$ cat src/rtl/pifo_task_arbiter.sv
`default_nettype none
// ============================================================================
// Module   : pifo_task_arbiter
// Purpose  : Multi-channel task front end for the SRAM-based PIFO core.
//            Each client channel queues push/pop tasks in its own task FIFO.
//            A round-robin arbiter moves channel heads into a single-stage
//            command register that drives a valid/ready command port. Channel
//            ids of issued pops are kept in an in-order tag FIFO so that pop
//            responses can be steered back to the channel that asked.
// Ports    : i_clk, i_arst_n        clock, asynchronous active-low reset
//            i_push/i_pop [CH]      per-channel task requests
//            i_push_data [CH*DW]    per-channel push data (slice c*DW)
//            i_tree_id [CH*TREE_W]  per-channel tree id (slice c*TREE_W)
//            o_task_fifo_full [CH]  channel FIFO holds DEPTH entries
//            o_overflow [CH]        one-cycle pulse, request dropped
//            o_cmd_* / i_cmd_ready  command port toward the PIFO core
//            i_rsp_valid/i_rsp_data in-order pop responses from the core
//            o_pop_valid/o_pop_data per-channel pop result delivery
//            o_rsp_err              sticky, response with nothing outstanding
// Revision : 1.0 - initial release
// ============================================================================
module pifo_task_arbiter #(
  parameter  int CH     = 4,
  parameter  int PTW    = 8,
  parameter  int MTW    = 0,
  parameter  int TREE_W = 2,
  parameter  int DEPTH  = 4,
  parameter  int OUTS   = 4,
  localparam int DW     = PTW + MTW,
  localparam int CHW    = $clog2(CH)
) (
  input  logic                 i_clk,
  input  logic                 i_arst_n,
  input  logic [CH-1:0]        i_push,
  input  logic [CH-1:0]        i_pop,
  input  logic [CH*DW-1:0]     i_push_data,
  input  logic [CH*TREE_W-1:0] i_tree_id,
  output logic [CH-1:0]        o_task_fifo_full,
  output logic [CH-1:0]        o_overflow,
  output logic                 o_cmd_valid,
  input  logic                 i_cmd_ready,
  output logic                 o_cmd_push,
  output logic                 o_cmd_pop,
  output logic [TREE_W-1:0]    o_cmd_tree_id,
  output logic [DW-1:0]        o_cmd_data,
  output logic [CHW-1:0]       o_cmd_ch,
  input  logic                 i_rsp_valid,
  input  logic [DW-1:0]        i_rsp_data,
  output logic [CH-1:0]        o_pop_valid,
  output logic [CH*DW-1:0]     o_pop_data,
  output logic                 o_rsp_err
);

  localparam int AW   = $clog2(DEPTH);
  localparam int CW   = AW + 1;
  localparam int TW   = $clog2(OUTS);
  localparam int TCW  = TW + 1;
  localparam int CHW1 = CHW + 1;
  // Task entry layout: {push, pop, tree_id, data}
  localparam int EW     = 2 + TREE_W + DW;
  localparam int PUSH_B = EW - 1;
  localparam int POP_B  = EW - 2;

  logic [CH-1:0][EW-1:0] head_w;
  logic [CH-1:0]         nonempty_w;
  logic [CH-1:0]         elig_w;
  logic [CH-1:0]         deq_w;

  logic                  gnt_found_w;
  logic [CHW-1:0]        gnt_idx_w;
  logic [EW-1:0]         gnt_head_w;
  logic                  cmd_load_w;
  logic [CHW-1:0]        rr_q, rr_d;

  logic                  cmd_valid_q, cmd_push_q, cmd_pop_q;
  logic [TREE_W-1:0]     cmd_tree_q;
  logic [DW-1:0]         cmd_data_q;
  logic [CHW-1:0]        cmd_ch_q;

  logic [CHW-1:0]        tmem_q [OUTS];
  logic [TW-1:0]         twr_q, trd_q;
  logic [TCW-1:0]        tcnt_q, tcnt_d;
  logic                  tag_push_w, tag_pop_w;
  logic [CHW-1:0]        tag_head_w;

  logic [CH-1:0]         pop_valid_q;
  logic [CH-1:0][DW-1:0] pop_data_q;
  logic                  rsp_err_q;

  // --------------------------------------------------------------------------
  // Per-channel task FIFOs
  // --------------------------------------------------------------------------
  for (genvar c = 0; c < CH; c++) begin : g_ch
    logic [EW-1:0] mem_q [DEPTH];
    logic [AW-1:0] wptr_q, rptr_q;
    logic [CW-1:0] cnt_q, cnt_d;
    logic          full_q, ovf_q;
    logic          req_w, at_depth_w, wr_w;
    logic [DW-1:0] wdata_w;

    assign req_w      = i_push[c] | i_pop[c];
    // Full is judged on the pre-edge count: a same-cycle dequeue never
    // makes room for a request that arrives while the FIFO is at DEPTH.
    assign at_depth_w = (cnt_q == CW'(DEPTH));
    assign wr_w       = req_w & ~at_depth_w;
    assign wdata_w    = i_push[c] ? i_push_data[c*DW +: DW] : '0;
    assign cnt_d      = cnt_q + CW'(wr_w) - CW'(deq_w[c]);

    assign head_w[c]           = mem_q[rptr_q];
    assign nonempty_w[c]       = (cnt_q != '0);
    assign o_task_fifo_full[c] = full_q;
    assign o_overflow[c]       = ovf_q;

    always_ff @(posedge i_clk) begin
      if (wr_w) begin
        mem_q[wptr_q] <= {i_push[c], i_pop[c], i_tree_id[c*TREE_W +: TREE_W], wdata_w};
      end
    end

    always_ff @(posedge i_clk or negedge i_arst_n) begin
      if (!i_arst_n) begin
        wptr_q <= '0;
        rptr_q <= '0;
        cnt_q  <= '0;
        full_q <= 1'b0;
        ovf_q  <= 1'b0;
      end else begin
        if (wr_w) begin
          wptr_q <= wptr_q + 1'b1;
        end
        if (deq_w[c]) begin
          rptr_q <= rptr_q + 1'b1;
        end
        cnt_q  <= cnt_d;
        full_q <= (cnt_d == CW'(DEPTH));
        ovf_q  <= req_w & at_depth_w;
      end
    end
  end

  // --------------------------------------------------------------------------
  // Eligibility and round-robin grant
  // --------------------------------------------------------------------------
  // A head carrying a pop needs a free tag slot; the slot is reserved when the
  // head is loaded into the command register.
  always_comb begin
    elig_w = '0;
    for (int c = 0; c < CH; c++) begin
      elig_w[c] = nonempty_w[c] & (~head_w[c][POP_B] | (tcnt_q != TCW'(OUTS)));
    end
  end

  always_comb begin
    logic [CHW1-1:0] cand;
    cand        = '0;
    gnt_found_w = 1'b0;
    gnt_idx_w   = '0;
    for (int i = 0; i < CH; i++) begin
      cand = {1'b0, rr_q} + CHW1'(i);
      if (cand >= CHW1'(CH)) begin
        cand = cand - CHW1'(CH);
      end
      if (!gnt_found_w && elig_w[cand[CHW-1:0]]) begin
        gnt_found_w = 1'b1;
        gnt_idx_w   = cand[CHW-1:0];
      end
    end
  end

  assign gnt_head_w = head_w[gnt_idx_w];
  assign cmd_load_w = gnt_found_w & (~cmd_valid_q | i_cmd_ready);

  always_comb begin
    deq_w = '0;
    rr_d  = rr_q;
    if (cmd_load_w) begin
      deq_w[gnt_idx_w] = 1'b1;
      rr_d = (gnt_idx_w == CHW'(CH - 1)) ? '0 : gnt_idx_w + 1'b1;
    end
  end

  // --------------------------------------------------------------------------
  // Command register
  // --------------------------------------------------------------------------
  always_ff @(posedge i_clk or negedge i_arst_n) begin
    if (!i_arst_n) begin
      rr_q        <= '0;
      cmd_valid_q <= 1'b0;
      cmd_push_q  <= 1'b0;
      cmd_pop_q   <= 1'b0;
      cmd_tree_q  <= '0;
      cmd_data_q  <= '0;
      cmd_ch_q    <= '0;
    end else begin
      rr_q <= rr_d;
      if (cmd_load_w) begin
        cmd_valid_q <= 1'b1;
        cmd_push_q  <= gnt_head_w[PUSH_B];
        cmd_pop_q   <= gnt_head_w[POP_B];
        cmd_tree_q  <= gnt_head_w[DW +: TREE_W];
        cmd_data_q  <= gnt_head_w[DW-1:0];
        cmd_ch_q    <= gnt_idx_w;
      end else if (i_cmd_ready) begin
        cmd_valid_q <= 1'b0;
      end
    end
  end

  assign o_cmd_valid   = cmd_valid_q;
  assign o_cmd_push    = cmd_push_q;
  assign o_cmd_pop     = cmd_pop_q;
  assign o_cmd_tree_id = cmd_tree_q;
  assign o_cmd_data    = cmd_data_q;
  assign o_cmd_ch      = cmd_ch_q;

  // --------------------------------------------------------------------------
  // Outstanding-pop tag FIFO and response steering
  // --------------------------------------------------------------------------
  assign tag_push_w = cmd_load_w & gnt_head_w[POP_B];
  // A response is matched against tags present before this edge; a tag being
  // written in the same cycle belongs to a pop the core has not yet seen.
  assign tag_pop_w  = i_rsp_valid & (tcnt_q != '0);
  assign tag_head_w = tmem_q[trd_q];
  assign tcnt_d     = tcnt_q + TCW'(tag_push_w) - TCW'(tag_pop_w);

  always_ff @(posedge i_clk) begin
    if (tag_push_w) begin
      tmem_q[twr_q] <= gnt_idx_w;
    end
  end

  always_ff @(posedge i_clk or negedge i_arst_n) begin
    if (!i_arst_n) begin
      twr_q       <= '0;
      trd_q       <= '0;
      tcnt_q      <= '0;
      pop_valid_q <= '0;
      pop_data_q  <= '0;
      rsp_err_q   <= 1'b0;
    end else begin
      if (tag_push_w) begin
        twr_q <= twr_q + 1'b1;
      end
      if (tag_pop_w) begin
        trd_q <= trd_q + 1'b1;
      end
      tcnt_q      <= tcnt_d;
      pop_valid_q <= '0;
      if (tag_pop_w) begin
        pop_valid_q[tag_head_w] <= 1'b1;
        pop_data_q[tag_head_w]  <= i_rsp_data;
      end
      if (i_rsp_valid && (tcnt_q == '0)) begin
        rsp_err_q <= 1'b1;
      end
    end
  end

  assign o_pop_valid = pop_valid_q;
  assign o_pop_data  = pop_data_q;
  assign o_rsp_err   = rsp_err_q;

endmodule
`default_nettype wire

$ cat config.mk
export PLATFORM = sky130hd
export DESIGN_NAME = pifo_task_arbiter
export DESIGN_NICKNAME = d
export VERILOG_FILES = /design/src/rtl/pifo_task_arbiter.sv
export SDC_FILE = /design/constraint.sdc
export NUM_CORES = 1
export LEC_CHECK = 0
export CAP_MARGIN = 25
export CORE_MARGIN = 2
export CORE_UTILIZATION = 51
export DETAILED_ROUTE_END_ITERATION = 10
export PLACE_DENSITY = 0.76
export SYNTH_ARGS = -nofsm -noshare
export SYNTH_HDL_FRONTEND = slang
export SYNTH_SLANG_ARGS = --single-unit
$ cat constraint.sdc
create_clock -name i_clk -period 3.38 [get_ports i_clk]
set_input_delay 0.676 -clock i_clk [delete_from_list [all_inputs] [get_ports i_clk]]
set_output_delay 0.676 -clock i_clk [all_outputs]
set_load 0.02 [all_outputs]
======== Word-level counts from Yosys, hierarchy flattened ========
Memory sizes are Yosys's and may differ from the RTL's.
Cells that the tools add are included.
cells by class
  add/subtract/negate cells ............... 28
  multipliers ............................. 0
  div/mod/pow operators ................... 0
  $lt $le $gt $ge ......................... 12
  eq/ne operators ......................... 10
  shift operators ......................... 0
  mux-type cells .......................... 48
  bitwise gates (word level) .............. 33
  reduce and logical (&&, ||, !) cells .... 16
operators by type and width
  operator             number
  $mux 8               5
  $bwmux 32            1
  $bmux 12 s2          1
  $eq 3x3->1 const B   8
  $add 2x1->2 const B  11
  $mux 1               22
  $lt 2x3->1 const B   6
  $mux 2               9
  $demux 8 s2          1
  $add 3x1->3          5
  $and 1x1->1          15
  $reduce_bool 3->1    5
  $sub 3x1->3          5
  $mux 12              1
  $ge 3x3->1 const B   3
  $not 1->1            9
  $or 1x1->1           9
  $bmux 1 s2           4
  $mux 4               2
  $sub 2x1->2 const B  4
  $add 2x2->3 const B  2
  $logic_and 1x1->1    6
  $demux 1 s2          2
  $ge 2x1->1 const B   2
  7 further kinds      9
storage, ports and cells
  register bits after elaboration ......... 97
  bits in latches ......................... 0
  bits in writable memories ............... 200
  ROM bits ................................ 0
  input port bits ......................... 60
  output and inout port bits .............. 60
  memories ................................ 5
memories
  memory         depth  bits a word  rd ports  clocked after memory_dff  wr ports  RTL line  RTL
  g_ch[0].mem_q  4      12           1         0                         1         94        logic [EW-1:0] mem_q [DEPTH];
  g_ch[1].mem_q  4      12           1         0                         1         94
  g_ch[2].mem_q  4      12           1         0                         1         94
  g_ch[3].mem_q  4      12           1         0                         1         94
  tmem_q         4      2            1         0                         1         80        logic [CHW-1:0] tmem_q [OUTS];

======== Longest topological paths before layout ========
An unclocked memory read counts as a cell.
  depth in word-level cells ............... 23
  gate-level depth with buffers ........... 17

======== Worst setup path after synthesis ========
Ideal clock, no wire load.
  path kind ............................... register to register
  start ................................... register g_ch[1].rptr_q[0]
  end ..................................... register g_ch[0].full_q
  setup time .............................. 0.088 ns
  arrival ................................. 3.608 ns
  path slack .............................. -0.317 ns
  stages on the path, launching flop included .. 18
  period minus slack after synthesis ...... 3.697 ns
  cell sequence ........................... dfrtp_1 -> buf_2 -> mux4_2 -> a21oi_2 -> a21oi_1 -> a211o_1 -> buf_2 -> buf_4 -> ha_1 -> and2_1 -> ha_1 -> inv_1 -> ha_1 -> inv_1 -> fa_1 -> xnor2_1 -> xnor2_1 -> nor3b_1
between the ends
  word-level cells in the longest chain between the ends .. 23
  elaborated cells on any way between the ends .. 35
ends and longest elaborated chain
  item                                     RTL line  RTL
  start, declared                          95        logic [AW-1:0] wptr_q, rptr_q;
  start signal, assigned                   132       rptr_q <= rptr_q + 1'b1;
  $mem_v2 4x12 (*)                         n/a
  $not 1->1 (*)                            149       elig_w[c] = nonempty_w[c] & (~head_w[c][POP_B] | (tcnt_q != TCW'(OUTS)));
  $or 1x1->1 (*)                           149
  $and 1x1->1 (*)                          149
  $bmux 1 s2                               163       if (!gnt_found_w && elig_w[cand[CHW-1:0]]) begin
  $mux 1 (not written as such)             163
  $mux 1                                   163
  $logic_not 1->1                          163
  (+9 left out)                            n/a
  $logic_and 1x1->1 (not written as such)  177       deq_w[gnt_idx_w] = 1'b1;
  $mux 1 (not written as such)             177
  $demux 1 s2                              177
  $mux 4 (*)                               176       if (cmd_load_w) begin
  named net deq_w[0]                       67        logic [CH-1:0] deq_w;
  $sub 3x1->3 (*)                          107       assign cnt_d = cnt_q + CW'(wr_w) - CW'(deq_w[c]);
  named net g_ch[0].cnt_d[2]               96        logic [CW-1:0] cnt_q, cnt_d;
  $eq 3x3->1 (*)                           135       full_q <= (cnt_d == CW'(DEPTH));
  end signal, assigned                     135
  end, declared                            97        logic full_q, ovf_q;
Mark *: on every way through the listed nets, which the timed path passes. The rest lies on a longest branch. The select of a mux whose other input is x is not followed.
A chain may end at the register's enable or synchronous reset.

======== Worst setup path after layout ========
  start ................................... register g_ch[0].rptr_q[0]
  end ..................................... register tcnt_q[2]
between the ends
  word-level cells in the longest chain between the ends .. 21
  elaborated cells on any way between the ends .. 32
ends and longest elaborated chain
  item                           RTL line  RTL
  start, declared                95
  start signal, assigned         132
  $mem_v2 4x12 (*)               n/a
  $not 1->1                      149
  $or 1x1->1                     149
  $and 1x1->1                    149
  $bmux 1 s2                     163
  $mux 1 (not written as such)   163
  $mux 1                         163
  $logic_not 1->1                163
  (+6 left out)                  n/a
  $logic_and 1x1->1              163
  $mux 2                         163
  $bmux 12 s2                    170       assign gnt_head_w = head_w[gnt_idx_w];
  $mux 12 (not written as such)  170
  $and 1x1->1 (*)                219       assign tag_push_w = cmd_load_w & gnt_head_w[POP_B];
  $add 3x1->3 (*)                224       assign tcnt_d = tcnt_q + TCW'(tag_push_w) - TCW'(tag_pop_w);
  $sub 3x1->3 (*)                224
  named net tcnt_d[2]            82        logic [TCW-1:0] tcnt_q, tcnt_d;
  end signal, assigned           247       tcnt_q <= tcnt_d;
  end, declared                  82
Marked as above.

==> results.md <==
* Gate power share at 0.435
* Setup CP Type: register to register
* Setup TNS at -102 ps
* EDFF count, synth at 200
* Clock skew at 14.6 ps
* Failing checks: setup timing
* Io pins at 120
* Hold buffers post-CTS at 0
* Most numerous cell in the Yosys netlist: edfxtp_1
* Largest net degree at the start of global routing at 44
* Initial drt markers at 498
* Total Routed Length at 25200 µm
* Pre-CTS WS at -275 ps
* Post-synth top flop: edfxtp_1
* Core Rows at 56
* Internal power at 10.5 mW
* Yosys reg bits at 297
* Peak Freq at 293 MHz
* Sw Share at 0.346
* DR vias at 6621
* Post-route cell area at 15300 µm²
* Final GP Congestion at 0.811
* Max incr delay on CP at 580 ps
* Arrival @ worst endpoint at 3860 ps
* Worst Path Required at 3830 ps
* Worst-path clk slew at 60 ps
* Routed WL per cell at 20.6 µm
* Worst-Margin Slew at 778 ps
* Fillers at 1551
* Skew-Pair Late Insertion Delay at 550 ps
* Register area share after synthesis at 0.692
* Standby leakage power at 5.86 nW
* Area post-placement at 14000 µm²
* Slew margin rel. at 0.478
* Dpl hpwl at 17000 µm
* Sequential power share at 0.370
* Ratio of cells with drive above 1 in the final layout at 0.249
* RSZ-0062 raised after global routing: yes
* Switching pwr at 5.55 mW
* Startpoint types: register
* Die Wd at 159 µm
* Fraction of registers with async set/reset at 0.327
* Final hold vios at 0
* Number of diodes at 0
* Die Span Y at 159 µm
* Crit. End Element: register
* CTS max path bufs at 3
* DRC violations left at 0
* Clk sink count at 297
* Post-synth top area cell: edfxtp_1
* Count of input and output buffers at 119
* Max-cap violations at 0
* Slew Viols, Final at 0
* GR Layer Usage met1 at 0.289
* Reg-to-Reg Start: g_ch[0].rptr_q[0]
* Root Buffer: clkbuf_16
* Number of global-route vias before repair at 6812
* DR pass1 iterations at 5
* Synth top cells by count: 200 x edfxtp_1, 97 x dfrtp_1, 56 x and2_1
* First-pass GRT wire length at 38500 µm
* Clock power share at 0.195
* CTS tree: yes
* Grt peak-use layer: met2
* Mapped Cells at 708
* Final critical-path required period at 3410 ps
* Worst hold path type: input port to async pin
* Avg Inst Size Synth at 17.2 µm²
* Core area at 23500 µm²
* Initial antenna violation count at 0
* Total CTS buffers at 30
* GR met3 Demand/Resource at 0.0324
* Die ar. at 25200 µm²
* RR Endpoint: tcnt_q[2]
* Cell Area, Synth at 12200 µm²
* Max VDD drop at 0.535 mV
* H-Tree Level Count at 1
* P&R area growth vs syn at 25.1%
* Setup ws final at -28.9 ps
* Final #Nets at 979
* Synth area leaders: edfxtp_1 49%, dfrtp_1 20%, mux4_2 9.2%
* CP max FO at 4
* Global route total overflow at 0
* Worst path cell trace: mux4_2 -> a2111oi_4 -> a211oi_2 -> o22ai_4 -> buf_6 -> mux2i_2 -> o22ai_4 -> inv_2 -> ha_4 -> inv_2 -> ha_4 -> fa_2 -> xnor2_2 -> xnor2_1
* Initial core utilization at 0.519
* Yosys cell types at 38
* Final setup violation count at 4
* Final Cycle Share at 1.01
* Status: finished, violations left
* Met2 usage at 0.332
* Post-synthesis net count at 807
* Register Area at 8430 µm²
* Global router's overall resource usage at 0.203
* Power density over the cells at 1050 nW/µm²
* Slowest cell on the critical path: mux4_2
* Reg2reg path depth at 14
* DR vias/cell at 5.42
* Antenna Violating Nets Remaining at 0
* R2R setup slack at -30 ps
* Syn. warnings at 0
* Area of the multi-input gates at 3780 µm²
* Share of the synthesized area in the top cell type at 0.493
==> routing by layer <==
| layer | up-vias | wire length (µm) |
|---|---|---|
| met4 | 0 | 570 |
| met1 | 3374 | 10700 |
| li1 | 2970 | - |
| met2 | 234 | 12400 |
| met5 | - | 0 |
| met3 | 43 | 1540 |
==> worst max path at each step <==
stage | startpoint | endpoint | slack (ps) | cells after the start
finish | g_ch[0].rptr_q[0] | tcnt_q[2] | -30 | 14
global route | g_ch[0].rptr_q[0] | g_ch[2].full_q | -200 | 14
CTS | g_ch[0].rptr_q[0] | g_ch[1].full_q | -10 | 13
detailed placement | g_ch[0].cnt_q[1] | g_ch[1].full_q | -270 | 14
global placement | g_ch[0].cnt_q[1] | g_ch[1].full_q | -80 | 14
floorplan | tcnt_q[0] | g_ch[2].full_q | -40 | 15
==> sequential cells by signal, summed over array words and instances, names as in the netlist, 3 cells and up <==
name         count
o_cmd_data       8
g_ch.mem_q     192
g_ch.ovf_q       4
o_pop_data      32
g_ch.cnt_q      12
tmem_q           8
o_pop_valid      4
g_ch.wptr_q      8
g_ch.full_q      4
g_ch.rptr_q      8
tcnt_q           3
==> power groups by stage <==
stage                     Clock, mW  Combinational [mW]  Sequential [mW]
final                          3.12                6.97             5.93
after global routing           3.32                7.51             6.05
after CTS                      3.17                6.70             5.93
after detailed placement          0                6.39             5.98
after global placement            0                6.13             5.88
after floorplan                   0                4.01             6.17
==> repair_timing <==
action                     CTS  global route
hold endpoints to repair     0             0
gates resized for setup     15            16
setup buffers                7            10
pin swaps                    9            10
gates cloned                 0             0
setup endpoints to repair   10            10
==> cell type report <==
cell class              count  area share
multi-input cells         347       0.248
repair buffers            168       0.103
clock buffers              41      0.0540
well taps                 319      0.0262
clock inverters            14     0.00722
flip-flops and latches    297       0.553
inverters                  36     0.00902
==> per-stage QoR <==
step / utilization / power, mW / hold WS, ps / cells
6_report: 0.650 / 16.0 / 121 / 1222
5_1_grt: 0.650 / 16.9 / 156 / 1222
4_1_cts: 0.643 / 15.8 / 135 / 1212
3_5_place_dp: 0.598 / 12.4 / 462 / 1150
3_3_place_gp: 0.598 / 12.0 / 461 / 1150
2_1_floorplan: - / 10.2 / 380 / 708
==> cells in the final DEF (no fill, tap or decap), types with 5 or more instances in the layout <==
cell	instances
inv_2	6
ha_4	9
nand2_1	46
a21o_1	14
xor2_1	6
xnor2_1	14
clkinv_2	5
mux4_2	50
clkbuf_16	31
inv_1	28
clkdlybuf4s50_1	118
fa_2	5
o22ai_1	11
ha_1	23
mux2i_1	22
edfxtp_1	200
xnor2_2	5
mux2_2	24
nor2_1	13
dfrtp_1	97
and2_1	53
o21ai_0	5
buf_4	47
clkbuf_1	9
==> cells by family (layout without fill, tap and decap cells) <==
family,after synthesis,count (layout),synth area share
simple gates,136,136,0.0583
xor+xnor,25,25,0.0180
fa+ha+maj,39,39,0.0431
flops,297,297,0.692
compound gates,47,47,0.0286
buf+inv,64,259,0.0239
mux,100,100,0.136
==> critical path, delay by kind of cell, from the launching register on <==
family | cells | cell delay (ps)
buffers and inverters | 3 | 290
DFF | 1 | 360
muxes | 2 | 890
adders and majority gates | 3 | 650
xor gates and xnor gates | 2 | 340
AOI/OAI and AO/OA | 4 | 790
Power figures use the tool's default switching activity.
